<file path="config.mk">
export PLATFORM = sky130hd
export DESIGN_NAME = result_sat_fifo
export DESIGN_NICKNAME = d
export VERILOG_FILES = /design/src/rtl/result_sat_fifo.sv
export SDC_FILE = /design/constraint.sdc
export NUM_CORES = 1
export LEC_CHECK = 0
export CELL_PAD_IN_SITES_DETAIL_PLACEMENT = 0
export CELL_PAD_IN_SITES_GLOBAL_PLACEMENT = 1
export CORE_ASPECT_RATIO = 0.8
export CORE_MARGIN = 4
export CORE_UTILIZATION = 42
export DETAILED_ROUTE_END_ITERATION = 7
export HOLD_SLACK_MARGIN = 0.06
export PLACE_DENSITY = 0.85
export RECOVER_POWER = 50
export SYNTH_ARGS = -nofsm -noshare
export SYNTH_HDL_FRONTEND = slang
export SYNTH_SLANG_ARGS = --single-unit
</file>
<file path="constraint.sdc">
create_clock -name clk -period 5.5 [get_ports clk]
set_input_delay 1.1 -clock clk [delete_from_list [all_inputs] [get_ports clk]]
set_output_delay 1.1 -clock clk [all_outputs]
set_load 0.005 [all_outputs]
</file>
<file path="src/rtl/result_sat_fifo.sv">
// result_sat_fifo: converts Q7.25 evaluator results to saturated Q2.14 samples
// and buffers them in a show-ahead circular FIFO. Each entry holds {sat, data}.
// A sticky saturating counter records how many saturated samples were accepted.
module result_sat_fifo #(
  parameter int WIDTHIN  = 32,
  parameter int WIDTHOUT = 16,
  parameter int DEPTH    = 8
) (
  input  logic                     clk,
  input  logic                     reset,
  input  logic                     i_valid,
  output logic                     o_ready,
  input  logic [WIDTHIN-1:0]       i_y,
  output logic                     o_valid,
  input  logic                     i_ready,
  output logic [WIDTHOUT-1:0]      o_data,
  output logic                     o_sat,
  output logic [$clog2(DEPTH):0]   o_level,
  output logic [7:0]               o_sat_count
);

  // Q7.25 -> Q2.14 drops 11 fractional bits; the dropped MSB drives rounding.
  localparam int FRAC_DROP = 11;
  localparam int TW        = WIDTHIN - FRAC_DROP + 1;
  localparam int EW        = WIDTHOUT + 1;
  localparam int AW        = $clog2(DEPTH);
  localparam int LW        = AW + 1;

  localparam logic [AW-1:0] PTR_ONE   = {{(AW-1){1'b0}}, 1'b1};
  localparam logic [LW-1:0] LVL_ONE   = {{(LW-1){1'b0}}, 1'b1};
  localparam logic [LW-1:0] LVL_ZERO  = {LW{1'b0}};
  localparam logic [LW-1:0] LVL_FULL  = LW'(DEPTH);
  localparam logic [TW-1:0] T_MAX     = {{(TW-WIDTHOUT){1'b0}}, {WIDTHOUT{1'b1}}};
  localparam logic [7:0]    CNT_MAX   = 8'hFF;
  localparam logic [7:0]    CNT_ONE   = 8'h01;

  // Round-half-up and saturate one sample; result is {sat, data}.
  function automatic logic [EW-1:0] convert_sample(input logic [WIDTHIN-1:0] y);
    logic [TW-1:0] t;
    t = {1'b0, y[WIDTHIN-1:FRAC_DROP]} + {{(TW-1){1'b0}}, y[FRAC_DROP-1]};
    if (t > T_MAX) begin
      convert_sample = {1'b1, {WIDTHOUT{1'b1}}};
    end else begin
      convert_sample = {1'b0, t[WIDTHOUT-1:0]};
    end
  endfunction

  logic [EW-1:0]   mem_q [DEPTH];
  logic [AW-1:0]   wr_ptr_q, wr_ptr_d;
  logic [AW-1:0]   rd_ptr_q, rd_ptr_d;
  logic [LW-1:0]   level_q, level_d;
  logic [7:0]      sat_cnt_q, sat_cnt_d;
  logic [EW-1:0]   entry_s;
  logic [EW-1:0]   head_s;
  logic            push_s;
  logic            pop_s;
  logic            ready_s;
  logic            valid_s;

  // Handshake flags come from registered occupancy only.
  always_comb begin
    ready_s = (level_q != LVL_FULL);
    valid_s = (level_q != LVL_ZERO);
    push_s  = i_valid & ready_s;
    pop_s   = valid_s & i_ready;
    entry_s = convert_sample(i_y);
    head_s  = mem_q[rd_ptr_q];
  end

  // Next-state for pointers, occupancy and saturation counter.
  always_comb begin
    wr_ptr_d  = wr_ptr_q;
    rd_ptr_d  = rd_ptr_q;
    level_d   = level_q;
    sat_cnt_d = sat_cnt_q;
    if (push_s) begin
      wr_ptr_d = wr_ptr_q + PTR_ONE;
    end else begin
      wr_ptr_d = wr_ptr_q;
    end
    if (pop_s) begin
      rd_ptr_d = rd_ptr_q + PTR_ONE;
    end else begin
      rd_ptr_d = rd_ptr_q;
    end
    case ({push_s, pop_s})
      2'b10:   level_d = level_q + LVL_ONE;
      2'b01:   level_d = level_q - LVL_ONE;
      default: level_d = level_q;
    endcase
    if (push_s && entry_s[EW-1] && (sat_cnt_q != CNT_MAX)) begin
      sat_cnt_d = sat_cnt_q + CNT_ONE;
    end else begin
      sat_cnt_d = sat_cnt_q;
    end
  end

  // Control state registers, cleared asynchronously by reset.
  always_ff @(posedge clk or posedge reset) begin
    if (reset) begin
      wr_ptr_q  <= {AW{1'b0}};
      rd_ptr_q  <= {AW{1'b0}};
      level_q   <= LVL_ZERO;
      sat_cnt_q <= 8'h00;
    end else begin
      wr_ptr_q  <= wr_ptr_d;
      rd_ptr_q  <= rd_ptr_d;
      level_q   <= level_d;
      sat_cnt_q <= sat_cnt_d;
    end
  end

  // Entry storage; cleared on reset so no stale sample can ever reach the head.
  always_ff @(posedge clk or posedge reset) begin
    if (reset) begin
      for (int i = 0; i < DEPTH; i++) begin
        mem_q[i] <= {EW{1'b0}};
      end
    end else if (push_s) begin
      mem_q[wr_ptr_q] <= entry_s;
    end else begin
      mem_q[wr_ptr_q] <= mem_q[wr_ptr_q];
    end
  end

  // Show-ahead head presentation, forced to zero while empty.
  always_comb begin
    o_data = {WIDTHOUT{1'b0}};
    o_sat  = 1'b0;
    if (valid_s) begin
      o_data = head_s[WIDTHOUT-1:0];
      o_sat  = head_s[EW-1];
    end else begin
      o_data = {WIDTHOUT{1'b0}};
      o_sat  = 1'b0;
    end
  end

  assign o_ready     = ready_s;
  assign o_valid     = valid_s;
  assign o_level     = level_q;
  assign o_sat_count = sat_cnt_q;

endmodule

</file>
==> results.json <==
{
  "required_ps": 5780,
  "cp_max_fo": 17,
  "via_per_inst": 6.00,
  "antenna_found_initial": 0,
  "worstSetupStartpointType": "input pin",
  "postCtsHoldBufs": 0,
  "cts.sinks": 154,
  "outcome": "finished, violations left",
  "synth_most_common_cell": "nand2_1",
  "rr_endpoint": "mem_q[51]",
  "setup_viol": 0,
  "ys_warn_count": 0,
  "crit_path_end": "mem_q[51]",
  "finalNetCount": 922,
  "finalCriticalPeriod_ps": 4440,
  "synth_top_area_frac": 0.439,
  "fp.dieW_um": 170,
  "coreArea_um2": 20600,
  "synth-compound-area-share": 0.186,
  "synth_fp_nets": 884,
  "cts_setup_buffers": 0,
  "p_leak_nw": 4.37,
  "detail-route-antenna-nets": 0,
  "first_pass_iters": 5,
  "power.density_nw_per_um2": 707,
  "grtUsageTotal": 0.222,
  "synth_commonest_cells": "167 x nand2_1, 154 x dfrtp_1, 120 x o21ai_0, 45 x clkbuf_1, 45 x mux4_2",
  "peakVddDrop_uv": 360,
  "seq_area_frac_synth": 0.439,
  "syn_area_um2": 8780,
  "syn2layout_area_growth_pct": 16.3,
  "finalHoldViolCount": 0,
  "synthMuxAreaShare": 0.166,
  "setup_tns_ps": 0,
  "min_period_over_period": 0.807,
  "multi_input_area_um2": 4650,
  "gr-total-overflow": 0,
  "setup.reg_to_reg.worst_slack_ps": 1650,
  "wl_mm": 25.0,
  "total_power_mw": 7.22,
  "synth_ff_type": "dfrtp_1",
  "layout.area.seq_um2": 3860,
  "clk_pin_slew_ps": 70,
  "max_cap_violations": 2,
  "r2r-start": "o_level[3]",
  "violations": "max-capacitance violations, max-slew violations",
  "drive_gt1_frac": 0.160,
  "fmax_mhz": 225,
  "critPathCaptureType": "flip-flop",
  "drtIter0Drc": 567,
  "synth_cell_types": 63,
  "clockBufferDepth": 2,
  "critPathKind": "in2reg",
  "insertedDiodeCount": 0,
  "drc": 0,
  "drv_slew": 70,
  "cts_made_buffers": 17,
  "async_reset_ff_frac": 1.00,
  "grt_pass1_wl_mm": 39.7,
  "avgRoutedWirePerCell_um": 21.6,
  "finalNonFillerCells": 1158,
  "dpl.hpwl_mm": 16.0,
  "synth_top_family_by_area": "compound AO/OA/AOI/OAI gates",
  "hold_path_class": "reg2reg",
  "synth_area_leader_cell": "dfrtp_1",
  "syn_avg_cell_area_um2": 10.5,
  "dieArea_um2": 23300,
  "cts_tree": "done",
  "whs_path_depth": 1,
  "final.setup_skew_ps": 11.7,
  "grt_pass1_vias": 6997,
  "postSynthCellCount": 839,
  "slew_headroom": -0.301,
  "ys_top_cells_by_area": "dfrtp_1 44%, mux4_2 12%, nand2_1 7.1%",
  "post_cts_resized": 0,
  "rsz0062_at_grt": "false",
  "die_h_um": 137,
  "fillers": 1857,
  "ys_ff_latch": 154,
  "hold_ws_ps": 499,
  "crit_path_start": "i_valid",
  "placedCellCount": 1127,
  "synth-edff-count": 0,
  "worst_r2r_path_depth": 7,
  "fp-row-count": 47,
  "synthSimpleGateAreaFrac": 0.132,
  "port_buffers": 56,
  "synthAdderAreaFrac": 0.0137,
  "synth-xor-area-share": 0.0309,
  "critPathArrivalTime_ps": 4720,
  "initial_core_util": 0.425,
  "root_buffer": "clkbuf_16",
  "grt_max_degree": 89,
  "vias": 6943,
  "htree_levels": 4,
  "insertion_delay_ps": 430,
  "worst_pin_slew_ps": 1950,
  "fin_util": 0.495,
  "routabilityCongestion": 0.807,
  "num_io_pins": 67
}
## cell families after synthesis
kind of cell,after synthesis
buffers and inverters,74
xor gates and xnor gates,31
adders and majority gates,9
and+or+nand+nor,259
muxes,88
AOI/OAI and AO/OA,224
DFF,154
## worst min-delay path by stage
stage / start / endpoint
floorplan: mem_q[90] / mem_q[90]
global placement: mem_q[3] / mem_q[3]
detailed placement: mem_q[127] / mem_q[127]
CTS: mem_q[127] / mem_q[127]
global route: o_sat_count[5] / o_sat_count[5]
finish: o_sat_count[7] / o_sat_count[7]
## flip-flops by register name (all words and copies together) (netlist names)
name	cells
o_sat_count	8
wr_ptr_q	3
o_level	4
rd_ptr_q	3
mem_q	136
## power by group
group	total, mW	internal, mW	switching, mW
sequential	2.39	1.74	0.644
clock	1.21	0.721	0.489
combinational	3.63	1.80	1.82
## layer usage
metal,part of all wire,track usage
met5,0,0
met3,0.087,0.0663
met2,0.46,0.342
met1,0.44,0.310
met4,0.019,0.0559
## critical path, stage by stage
cell and delay (ps):
dlygate4sd3_1 670, and2_0 210, clkbuf_1 1000, o211ai_4 610, buf_4 360, o41ai_2 560
o21ai_0 200
## layout by cell type, fill, tap and decap left out, types with 8 or more instances in the layout
| master | count |
|---|---|
| nand2_1 | 167 |
| dfrtp_1 | 151 |
| o21ai_0 | 120 |
| mux4_2 | 45 |
| clkdlybuf4s50_1 | 45 |
| mux2i_1 | 34 |
| nor2_1 | 25 |
| xor2_1 | 20 |
| buf_4 | 20 |
| clkbuf_16 | 17 |
| nand3_1 | 16 |
| o41ai_2 | 13 |
| a21oi_1 | 11 |
| xnor2_1 | 11 |
| dlygate4sd3_1 | 11 |
| o31ai_1 | 10 |
| inv_1 | 9 |
| mux2_2 | 9 |
| o21ai_1 | 9 |
| a22o_1 | 8 |
| ha_1 | 8 |
## per-stage QoR
stage / area, um2 / setup WS (ps)
6_report: 10200 / 1060
5_1_grt: 10200 / 958
4_1_cts: 10200 / 1230
3_5_place_dp: 9640 / 862
3_3_place_gp: 9640 / 885
2_1_floorplan: 8780 / 250
## area by class of cell
class	count	area share
Tap cell	269	0.0330
Inverter	13	0.00527
Multi-Input combinational cell	611	0.455
Timing Repair Buffer	80	0.0711
Clock inverter	12	0.0147
Clock buffer	19	0.0434
Sequential cell	154	0.378
(Power assumes the default switching activity.)
